`src/rtl/id_pkg.sv`:
```
// Shared decode constants, control bundle and condition evaluation for the ID stage.
package id_pkg;

  // Execute-unit commands
  localparam logic [3:0] ExeNop = 4'b0000;
  localparam logic [3:0] ExeMov = 4'b0001;
  localparam logic [3:0] ExeAdd = 4'b0010;
  localparam logic [3:0] ExeAdc = 4'b0011;
  localparam logic [3:0] ExeSub = 4'b0100;
  localparam logic [3:0] ExeSbc = 4'b0101;
  localparam logic [3:0] ExeAnd = 4'b0110;
  localparam logic [3:0] ExeOrr = 4'b0111;
  localparam logic [3:0] ExeEor = 4'b1000;
  localparam logic [3:0] ExeMvn = 4'b1001;

  // Data-processing opcodes
  localparam logic [3:0] OpAnd = 4'b0000;
  localparam logic [3:0] OpEor = 4'b0001;
  localparam logic [3:0] OpSub = 4'b0010;
  localparam logic [3:0] OpAdd = 4'b0100;
  localparam logic [3:0] OpAdc = 4'b0101;
  localparam logic [3:0] OpSbc = 4'b0110;
  localparam logic [3:0] OpTst = 4'b1000;
  localparam logic [3:0] OpCmp = 4'b1010;
  localparam logic [3:0] OpOrr = 4'b1100;
  localparam logic [3:0] OpMov = 4'b1101;
  localparam logic [3:0] OpMvn = 4'b1111;

  // Instruction classes
  localparam logic [1:0] ModeAlu = 2'b00;
  localparam logic [1:0] ModeMem = 2'b01;
  localparam logic [1:0] ModeBr  = 2'b10;
  localparam logic [1:0] ModeNop = 2'b11;

  // Condition codes
  localparam logic [3:0] CondEq = 4'b0000;
  localparam logic [3:0] CondNe = 4'b0001;
  localparam logic [3:0] CondCs = 4'b0010;
  localparam logic [3:0] CondCc = 4'b0011;
  localparam logic [3:0] CondMi = 4'b0100;
  localparam logic [3:0] CondPl = 4'b0101;
  localparam logic [3:0] CondVs = 4'b0110;
  localparam logic [3:0] CondVc = 4'b0111;
  localparam logic [3:0] CondHi = 4'b1000;
  localparam logic [3:0] CondLs = 4'b1001;
  localparam logic [3:0] CondGe = 4'b1010;
  localparam logic [3:0] CondLt = 4'b1011;
  localparam logic [3:0] CondGt = 4'b1100;
  localparam logic [3:0] CondLe = 4'b1101;
  localparam logic [3:0] CondAl = 4'b1110;
  localparam logic [3:0] CondNv = 4'b1111;

  typedef struct packed {
    logic       wb_en;
    logic       mem_r_en;
    logic       mem_w_en;
    logic       b;
    logic       s;
    logic [3:0] exe_cmd;
  } ctrl_t;

  localparam ctrl_t CtrlNop = '0;

  // sr is {N, Z, C, V}; the reserved code never executes.
  function automatic logic cond_pass(input logic [3:0] cond, input logic [3:0] sr);
    logic n, z, c, v;
    n = sr[3];
    z = sr[2];
    c = sr[1];
    v = sr[0];
    case (cond)
      CondEq:  return z;
      CondNe:  return ~z;
      CondCs:  return c;
      CondCc:  return ~c;
      CondMi:  return n;
      CondPl:  return ~n;
      CondVs:  return v;
      CondVc:  return ~v;
      CondHi:  return c & ~z;
      CondLs:  return ~c | z;
      CondGe:  return n == v;
      CondLt:  return n != v;
      CondGt:  return ~z & (n == v);
      CondLe:  return z | (n != v);
      CondAl:  return 1'b1;
      default: return 1'b0;
    endcase
  endfunction

endpackage

```
`src/rtl/reg_file_3r1w.sv`:
```
// Register file: three combinational read ports with write-through bypass, one write port.
module reg_file_3r1w #(
  parameter int unsigned DATA_W  = 32,
  parameter int unsigned REG_CNT = 16
) (
  input  logic              clk_i,
  input  logic              reset_i,
  input  logic [3:0]        raddr1_i,
  input  logic [3:0]        raddr2_i,
  input  logic [3:0]        raddr3_i,
  output logic [DATA_W-1:0] rdata1_o,
  output logic [DATA_W-1:0] rdata2_o,
  output logic [DATA_W-1:0] rdata3_o,
  input  logic              we_i,
  input  logic [3:0]        waddr_i,
  input  logic [DATA_W-1:0] wdata_i
);

  // Register fields are 4 bits wide; only the low bits index a smaller file.
  localparam int unsigned AddrW = (REG_CNT > 1) ? $clog2(REG_CNT) : 1;

  logic [DATA_W-1:0] regs_q [REG_CNT];
  logic [AddrW-1:0]  wa, ra1, ra2, ra3;

  assign wa  = waddr_i[AddrW-1:0];
  assign ra1 = raddr1_i[AddrW-1:0];
  assign ra2 = raddr2_i[AddrW-1:0];
  assign ra3 = raddr3_i[AddrW-1:0];

  // Reset clears every register and wins over a coincident write.
  always_ff @(posedge clk_i) begin
    if (reset_i) begin
      for (int i = 0; i < int'(REG_CNT); i++) begin
        regs_q[i] <= '0;
      end
    end else if (we_i) begin
      regs_q[wa] <= wdata_i;
    end
  end

  // Reads see a same-cycle write to the same register.
  always_comb begin
    rdata1_o = (we_i && (wa == ra1)) ? wdata_i : regs_q[ra1];
    rdata2_o = (we_i && (wa == ra2)) ? wdata_i : regs_q[ra2];
    rdata3_o = (we_i && (wa == ra3)) ? wdata_i : regs_q[ra3];
  end

endmodule

```
`src/rtl/id_stage_pipe.sv`:
```
// Instruction decode stage: decode, condition check, register read and the ID/EX register.
module id_stage_pipe
  import id_pkg::*;
#(
  parameter int unsigned DATA_W  = 32,
  parameter int unsigned REG_CNT = 16
) (
  input  logic              clk,
  input  logic              reset,
  input  logic [31:0]       instruction,
  input  logic              instr_valid,
  input  logic [DATA_W-1:0] wb_value,
  input  logic              wb_wb_en,
  input  logic [3:0]        wb_dest,
  input  logic              hazard,
  input  logic              stall,
  input  logic              flush,
  input  logic [3:0]        sr,
  output logic [3:0]        src1,
  output logic [3:0]        src2,
  output logic [3:0]        src3,
  output logic              two_src,
  output logic              three_src,
  output logic              ex_valid,
  output logic              ex_wb_en,
  output logic              ex_mem_r_en,
  output logic              ex_mem_w_en,
  output logic              ex_b,
  output logic              ex_s,
  output logic [3:0]        ex_exe_cmd,
  output logic [DATA_W-1:0] ex_val_rn,
  output logic [DATA_W-1:0] ex_val_rm,
  output logic [DATA_W-1:0] ex_val_rs,
  output logic              ex_imm,
  output logic [11:0]       ex_shift_operand,
  output logic [23:0]       ex_signed_imm_24,
  output logic [3:0]        ex_dest
);

  logic [1:0]        mode;
  logic [3:0]        opcode, cond;
  logic              s_bit, imm_bit;
  ctrl_t             dec_ctrl;
  logic              live;
  logic [DATA_W-1:0] rd1, rd2, rd3;

  ctrl_t             ctrl_q;
  logic              valid_q;
  logic [DATA_W-1:0] rn_q, rm_q, rs_q;
  logic              imm_q;
  logic [11:0]       shift_q;
  logic [23:0]       simm_q;
  logic [3:0]        dest_q;

  assign mode    = instruction[27:26];
  assign opcode  = instruction[24:21];
  assign s_bit   = instruction[20];
  assign cond    = instruction[31:28];
  assign imm_bit = instruction[25];

  // Raw control decode; unknown opcodes and mode 11 fall back to all-zero controls.
  always_comb begin
    dec_ctrl = CtrlNop;
    unique case (mode)
      ModeAlu: begin
        dec_ctrl.s     = s_bit;
        dec_ctrl.wb_en = 1'b1;
        case (opcode)
          OpMov:   dec_ctrl.exe_cmd = ExeMov;
          OpMvn:   dec_ctrl.exe_cmd = ExeMvn;
          OpAdd:   dec_ctrl.exe_cmd = ExeAdd;
          OpAdc:   dec_ctrl.exe_cmd = ExeAdc;
          OpSub:   dec_ctrl.exe_cmd = ExeSub;
          OpSbc:   dec_ctrl.exe_cmd = ExeSbc;
          OpAnd:   dec_ctrl.exe_cmd = ExeAnd;
          OpOrr:   dec_ctrl.exe_cmd = ExeOrr;
          OpEor:   dec_ctrl.exe_cmd = ExeEor;
          OpCmp: begin
            dec_ctrl.exe_cmd = ExeSub;
            dec_ctrl.wb_en   = 1'b0;
          end
          OpTst: begin
            dec_ctrl.exe_cmd = ExeAnd;
            dec_ctrl.wb_en   = 1'b0;
          end
          default: dec_ctrl = CtrlNop;
        endcase
      end
      ModeMem: begin
        dec_ctrl.exe_cmd  = ExeAdd;
        dec_ctrl.mem_r_en = s_bit;
        dec_ctrl.wb_en    = s_bit;
        dec_ctrl.mem_w_en = ~s_bit;
      end
      ModeBr: begin
        dec_ctrl.b       = 1'b1;
        dec_ctrl.exe_cmd = ExeNop;
      end
      ModeNop: dec_ctrl = CtrlNop;
    endcase
  end

  // Hazard-unit view of operand usage; stores read Rd as their second source.
  always_comb begin
    src1      = instruction[19:16];
    src2      = dec_ctrl.mem_w_en ? instruction[15:12] : instruction[3:0];
    src3      = instruction[11:8];
    two_src   = ~imm_bit | dec_ctrl.mem_w_en;
    three_src = (mode == ModeAlu) & ~imm_bit & instruction[4];
  end

  assign live = instr_valid & ~hazard & cond_pass(cond, sr);

  reg_file_3r1w #(
    .DATA_W  (DATA_W),
    .REG_CNT (REG_CNT)
  ) u_reg_file (
    .clk_i    (clk),
    .reset_i  (reset),
    .raddr1_i (src1),
    .raddr2_i (src2),
    .raddr3_i (src3),
    .rdata1_o (rd1),
    .rdata2_o (rd2),
    .rdata3_o (rd3),
    .we_i     (wb_wb_en),
    .waddr_i  (wb_dest),
    .wdata_i  (wb_value)
  );

  // ID/EX register: reset > flush > stall > load; bubbles carry data but no controls.
  always_ff @(posedge clk) begin
    if (reset) begin
      valid_q <= 1'b0;
      ctrl_q  <= CtrlNop;
      rn_q    <= '0;
      rm_q    <= '0;
      rs_q    <= '0;
      imm_q   <= 1'b0;
      shift_q <= '0;
      simm_q  <= '0;
      dest_q  <= '0;
    end else if (flush) begin
      valid_q <= 1'b0;
      ctrl_q  <= CtrlNop;
    end else if (!stall) begin
      valid_q <= live;
      ctrl_q  <= live ? dec_ctrl : CtrlNop;
      rn_q    <= rd1;
      rm_q    <= rd2;
      rs_q    <= rd3;
      imm_q   <= imm_bit;
      shift_q <= instruction[11:0];
      simm_q  <= instruction[23:0];
      dest_q  <= instruction[15:12];
    end
  end

  assign ex_valid         = valid_q;
  assign ex_wb_en         = ctrl_q.wb_en;
  assign ex_mem_r_en      = ctrl_q.mem_r_en;
  assign ex_mem_w_en      = ctrl_q.mem_w_en;
  assign ex_b             = ctrl_q.b;
  assign ex_s             = ctrl_q.s;
  assign ex_exe_cmd       = ctrl_q.exe_cmd;
  assign ex_val_rn        = rn_q;
  assign ex_val_rm        = rm_q;
  assign ex_val_rs        = rs_q;
  assign ex_imm           = imm_q;
  assign ex_shift_operand = shift_q;
  assign ex_signed_imm_24 = simm_q;
  assign ex_dest          = dest_q;

endmodule

```
`config.mk`:
```
export PLATFORM = sky130hd
export DESIGN_NAME = id_stage_pipe
export DESIGN_NICKNAME = d
export VERILOG_FILES = /design/src/rtl/id_pkg.sv /design/src/rtl/reg_file_3r1w.sv /design/src/rtl/id_stage_pipe.sv
export SDC_FILE = /design/constraint.sdc
export NUM_CORES = 2
export LEC_CHECK = 0
export BUFFER_PORTS_ARGS = -buffer_cell sky130_fd_sc_hd__buf_2
export CAP_MARGIN = 25
export CORE_UTILIZATION = 30
export CTS_CLUSTER_DIAMETER = 100
export DETAILED_ROUTE_END_ITERATION = 8
export GPL_ROUTABILITY_DRIVEN = 0
export REMOVE_ABC_BUFFERS = 1
export SLEW_MARGIN = 20
export SYNTH_ARGS = -nofsm -noshare
export SYNTH_HDL_FRONTEND = slang
export SYNTH_HIERARCHICAL = 1
export SYNTH_SLANG_ARGS = --single-unit
```
`constraint.sdc`:
```
create_clock -name clk -period 3.2 [get_ports clk]
set_input_delay 0.16 -clock clk [delete_from_list [all_inputs] [get_ports clk]]
set_output_delay 0.16 -clock clk [all_outputs]
set_load 0.005 [all_outputs]
```
# Yosys cells after proc, flatten, opt, wreduce, memory -nomap -nowiden
# Memory sizes are Yosys's and may differ from the RTL's. A register that Yosys moved wholly into a read port is not among the register bits.
# Index checks and enable logic that the tools add are counted.
[word_totals]
ff_bits = 51
ramBits = 512
in_bits = 79
out_inout_bits = 161
wordCells = 88
mem_count = 1
[op_classes]
eq_ne = 29
mux = 18
bitwise = 18
n_reduce_logical = 11
[memory_table]
columns = ["memory", "words", "width", "read_ports", "rd_ports_with_merged_regs", "wr", "line_no", "rtl"]
rows = [
  ["u_reg_file.regs_q", 16, 32, 3, 3, 16, "reg_file_3r1w.sv:22", "logic [DATA_W-1:0] regs_q [REG_CNT];"],
]
[ops]
columns = ["cell", "n"]
rows = [
  ["4-bit == test, second input constant", 12],
  ["4-bit case mux with 9 select lines", 1],
  ["32-bit 2-to-1 mux", 1],
  ["32-bit OR reduction", 1],
  ["4-bit by 3-bit == test with 1-bit output, second input constant", 7],
  ["1-bit case mux with 15 select lines", 1],
  ["4-bit by 2-bit == test with 1-bit output, second input constant", 3],
  ["4-bit case mux with 3 select lines", 1],
  ["11-bit OR reduction", 1],
  ["1-bit 2-to-1 mux", 9],
  ["9-bit 2-to-1 mux", 1],
  ["1-bit inverter", 9],
  ["9-bit OR reduction", 1],
  ["4-bit by 1-bit == test with 1-bit output, second input constant", 2],
  ["4-bit zero test", 2],
  ["4-bit 2-to-1 mux", 2],
  ["2-bit OR reduction", 4],
  ["1-bit AND", 6],
  ["3-bit case mux with 2 select lines", 1],
  ["2-bit == test, second input constant", 2],
  ["1-bit OR", 3],
  ["2-bit by 1-bit == test with 1-bit output, second input constant", 1],
  ["2-bit zero test", 1],
  ["1-bit case mux with 2 select lines", 1],
  ["other kinds (3)", 3],
]

# Logic depth before layout (Yosys ltp)
[depth]
ltp_word = 5
depth_mapped = 11

# Hierarchy
# Netlist, hierarchy kept.
[by_module_without_submodules]
columns = ["mod", "n_inst", "cells_each", "area_per_inst_um2", "seq_area_each_um2"]
rows = [
  ["reg_file_3r1w", 1, 2080, 31490.2, 15374.7],
  ["id_stage_pipe", 1, 626, 4987.3, 2622.5],
]

# Least setup slack after synthesis
# No wires, ideal clock.
[synth_timing]
path_type = "input to register"
from = "input instruction[20]"
to = "register rm_q[10], in the netlist ex_val_rm[10] (read register of u_reg_file.regs_q)"
setup_ps = 132
arrival_ps = 2596
t_required_ps = 3068
slack_ps = 472
path_stages = 10
path_buffers = 2
cell_sequence = "nor3b_1 -> mux2_2 -> buf_2 -> buf_2 -> mux4_2 -> a22oi_1 -> nand2_1 -> mux2_2 -> nand2_1 -> a21oi_1"
[synth_via]
elab_chain_len = 3
[synth_lines]
columns = ["element", "line_no", "rtl"]
rows = [
  ["start, declared", "id_stage_pipe.sv:10", "input logic [31:0] instruction,"],
  ["1-bit inverter", "id_stage_pipe.sv:93", "dec_ctrl.mem_w_en = ~s_bit;"],
  ["3-bit case mux with 2 select lines", "id_stage_pipe.sv:64", "unique case (mode)"],
  ["4-bit 2-to-1 mux", "id_stage_pipe.sv:106", "src2 = dec_ctrl.mem_w_en ? instruction[15:12] : instruction[3:0];"],
  ["net src2[0]", "id_stage_pipe.sv:20", "output logic [3:0] src2,"],
  ["end, declared", "id_stage_pipe.sv:49", "logic [DATA_W-1:0] rn_q, rm_q, rs_q;"],
]
# The timed path passes the listed nets, and every way through them passes these cells.
# A chain may end at the register's enable or synchronous reset.

# Worst setup path after layout
[layout_timing]
from = "input instruction[26]"
to = "register rm_q[25], in the netlist ex_val_rm[25] (read register of u_reg_file.regs_q)"
[layout_via]
elab_chain_len = 3
[layout_lines]
columns = ["element", "line_no"]
rows = [
  ["2-bit by 1-bit == test with 1-bit output or 2-bit zero test (tied branches)", "id_stage_pipe.sv:64"],
  ["3-bit case mux with 2 select lines *", "id_stage_pipe.sv:64"],
  ["4-bit 2-to-1 mux *", "id_stage_pipe.sv:106"],
]
# Mark *: on every way between the ends. The rest lies on a longest branch, timed or not.

==> results.sh <==
export IMPL_post_synth_fa_ha_maj_area_fraction_pct=0
export IMPL_antenna_found_initial=11
export IMPL_setup_worst_path_start_class="input port"
export IMPL_synthArstFlopShare_pct=0
export IMPL_syn_inst=2706
export IMPL_numCtsBuffers=75
export IMPL_crit_start="instruction[26]"
export IMPL_regToRegEndpoint="ex_val_rn[30]$_SDFFE_PP0P_"
export IMPL_post_route_period_util_pct=91.99
export IMPL_ant_nets=0
export IMPL_cts_resized=0
export IMPL_cts_htree_levels=3
export IMPL_power_internal_w=0.01620
export IMPL_drv_slew=0
export IMPL_fin_cells=4540
export IMPL_clockPowerShare_pct=39.8
export IMPL_dr_total_vias=25420
export IMPL_period_minus_slack_ns=2.944
export IMPL_initial_core_util_pct=30.32
export IMPL_power_per_cell_area_mw_per_mm2=511.4
export IMPL_clk_pin_slew_worst_paths_ns=0.06
export IMPL_post_cts_buffers=0
export IMPL_synthTopCellsByArea="edfxtp_1 (42%), mux4_2 (24%), and2_1 (8.8%)"
export IMPL_hold_viol=0
export IMPL_yosysSeqAreaShare_pct=49.34
export IMPL_crit_required_ns=3.71
export IMPL_chipHeight_um=350.7
export IMPL_yosysTopAreaCellShare_pct=42.15
export IMPL_n_fill_cell=11550
export IMPL_synth_avg_cell_area_sq_um=13.48
export IMPL_fmax_mhz=339.7
export IMPL_crit_fanout=29
export IMPL_mostFrequentLayoutCells="and2_1 (512), edfxtp_1 (512), mux4_2 (386), nand2_1 (344), buf_2 (234)"
export IMPL_synth_compound_area_share_pct=6.092
export IMPL_port_buffers=239
export IMPL_die_area_sq_mm=0.1230
export IMPL_die_w_um=350.7
export IMPL_arrival_ns=3.45
export IMPL_drive_gt1_share_pct=34.05
export IMPL_pin_count=240
export IMPL_place_inst=4376
export IMPL_pwr_share_seq_pct=45.0
export IMPL_power_share_switching_pct=25.80
export IMPL_setup_viol=0
export IMPL_path_cells="dlygate4sd3_1 > buf_2 > nor3b_1 > buf_4 > mux2_8 > buf_4 > mux4_2 > a22oi_1 > nand2_1 > mux2_2 > nand2_1 > a21oi_1"
export IMPL_tns_ns=0
export IMPL_power_switching_w=0.005633
export IMPL_tightest_slew_ns=0.7908
export IMPL_crit_end="ex_val_rm[25]$_SDFFE_PP0P_"
export IMPL_maxCapViolCount=0
export IMPL_insertion_delay_ns=0.63
export IMPL_min_path_type="in2reg"
export IMPL_cts_tree="done"
export IMPL_synthXorXnorAreaFrac_pct=0.4082
export IMPL_core_area_sq_mm=0.1203
export IMPL_synthMuxAreaShare_pct=27.03
export IMPL_cts_hold_fix_buffers=26
export IMPL_antenna_cells=0
export IMPL_skew_ns=0.01640
export IMPL_slowest_stage="dlygate4sd3_1"
export IMPL_cts_path_max_buffers=3
export IMPL_synth_edf_count=512
export IMPL_ys_types=47
export IMPL_drcViolationCount=0
export IMPL_end_kind="register"
export IMPL_r2r_setup_slack_ns=1.22
export IMPL_cp_slowest_stage_delay_ns=0.53
export IMPL_ys_seq_elements=643
export IMPL_yosys_warnings=6
export IMPL_routedWlPerCell_um=27.93
export IMPL_grt_pass1_vias=25710
export IMPL_grt_overflow=0
export IMPL_syn_cell_area_sq_mm=0.03648
export IMPL_power_frac_comb_pct=15.1
export IMPL_synth_top_family_by_area="multiplexers"
export IMPL_area_growth_pct=17.04
export IMPL_synth_simple_area_share_pct=13.60
export IMPL_wirelength_mm=126.8
export IMPL_grt_max_degree=122
export IMPL_ff2ff_path_depth=5
export IMPL_synth_ff_type="edfxtp_1"
export IMPL_initialDrtViolationCount=2915
export IMPL_reg2reg_from="u_reg_file/regs_q[6][30]$_SDFFCE_PN0P_"
export IMPL_drtPass1Iterations=5
export IMPL_slew_limit_headroom_pct=47.28
export IMPL_cts_root_buf="clkbuf_16"
export IMPL_grt_pass1_wl_mm=180.0
export IMPL_vias_per_cell=5.600
export IMPL_cts_sinks=643
export IMPL_dp_hpwl_mm=76.76
export IMPL_total_leakage_power_nw=15.06
export IMPL_synth_top_area_cell="edfxtp_1"
export IMPL_track_usage_pct=20.29
export IMPL_rsz0062_at_grt="no"
export IMPL_vdd_drop_max_mv=0.3145
export IMPL_nets=2946
export IMPL_path_class="in2reg"
export IMPL_status="completed"
export IMPL_num_rows=127
-- worst min-delay path by stage --
stage / to / depth (start not counted) / slack, ns / from
3_5_place_dp: ex_shift_operand[5]$_SDFFE_PP0P_ / 3 / 0.41 / instruction[5]
2_1_floorplan: ex_imm$_SDFFE_PP0P_ / 1 / 0.23 / reset
6_report: u_reg_file/regs_q[3][10]$_SDFFCE_PN0P_ / 2 / 0.03 / wb_value[10]
3_3_place_gp: ex_shift_operand[7]$_SDFFE_PP0P_ / 3 / 0.40 / instruction[7]
5_1_grt: u_reg_file/regs_q[2][10]$_SDFFCE_PN0P_ / 2 / 0.04 / wb_value[10]
4_1_cts: ex_s$_SDFFE_PP0N_ / 3 / 0.008 / flush
-- critical path, delay by kind of cell --
| family | cells | cell delay (ns) |
|---|---|---|
| buffers and inverters | 4 | 1.19 |
| AO/OA/AOI/OAI | 2 | 0.46 |
| multiplexers | 3 | 1.26 |
| AND/OR/NAND/NOR | 3 | 0.36 |
-- final cells by class --
class                      count  area [sq um]  share of cell area [%]
timing repair buffer         374          2776                   6.503
tap                         1612          2017                   4.724
multi-input combinational   1772         17440                   40.85
sequential                   643         18000                   42.15
inverter                       1         3.754                0.008792
clock inverter                29         277.8                  0.6506
clock buffer                 109          2180                   5.105
-- sequential cells by signal, summed over array words and instances (netlist names) --
signal and flops:
u_reg_file/regs_q 512, ex_mem_r_en 1, ex_mem_w_en 1, ex_val_rn 32, ex_val_rs 32, ex_s 1
ex_wb_en 1, ex_val_rm 32, ex_shift_operand 11, ex_signed_imm_24 13, ex_exe_cmd 4, ex_valid 1
ex_imm 1, ex_b 1
-- through the flow --
| stage | hold slack [ns] | utilization [%] | total power (W) | area (sq um) | worst slack, ns |
|---|---|---|---|---|---|
| 3_3_place_gp | 0.4017 | 33.23 | 0.01322 | 39980 | 0.2439 |
| 4_1_cts | 0.007979 | 35.49 | 0.02197 | 42690 | 0.3360 |
| 2_1_floorplan | 0.2291 | - | 0.01178 | 35200 | -3.243 |
| 5_1_grt | 0.04441 | 35.49 | 0.02251 | 42690 | 0.08005 |
| 6_report | 0.02858 | 35.49 | 0.02183 | 42690 | 0.2563 |
| 3_5_place_dp | 0.4077 | 33.23 | 0.01327 | 39980 | 0.2249 |
-- power groups by stage --
| stage | Sequential (W) | Clock, W | Combinational (W) |
|---|---|---|---|
| finish | 0.00983 | 0.00870 | 0.00331 |
| global route | 0.00989 | 0.00913 | 0.00350 |
| global placement | 0.00996 | 0 | 0.00326 |
| CTS | 0.00982 | 0.00884 | 0.00331 |
| floorplan | 0.00988 | 0 | 0.00190 |
| detailed placement | 0.00999 | 0 | 0.00328 |
-- cell families (layout without fill, tap and decap cells) --
kind of cell / Yosys count / after routing
compound gates: 331 / 331
mux: 490 / 490
xor+xnor: 17 / 17
buf+inv: 291 / 513
flops: 643 / 643
simple gates: 934 / 934
-- cell usage after synthesis, types with 2 or more instances --
cell type,count
buf_6,2
a22oi_1,188
clkbuf_1,185
mux4_2,386
nand2b_1,6
buf_2,50
buf_1,22
nand2_1,344
nor2b_1,8
nor3b_1,3
a2111oi_0,2
mux2_2,101
or2_2,17
nor2_1,21
o21ai_0,2
nor3_1,5
edfxtp_1,512
nor4_2,3
a32o_1,8
xor2_1,12
buf_4,31
and2_0,2
o2111a_1,2
a21oi_1,122
and2_1,513
mux2i_1,3
nand4_1,2
xnor2_1,5
dfxtp_1,131
-- per-layer routing --
layer	wire length, um	track usage [%]	vias to the layer above
li1	-	-	10630
met1	48720	25.24	13070
met2	61670	34.25	1380
met3	11280	3.998	325
met4	5055	8.707	14
met5	80	0	-
No activity file was read; power rests on OpenSTA's default activity.
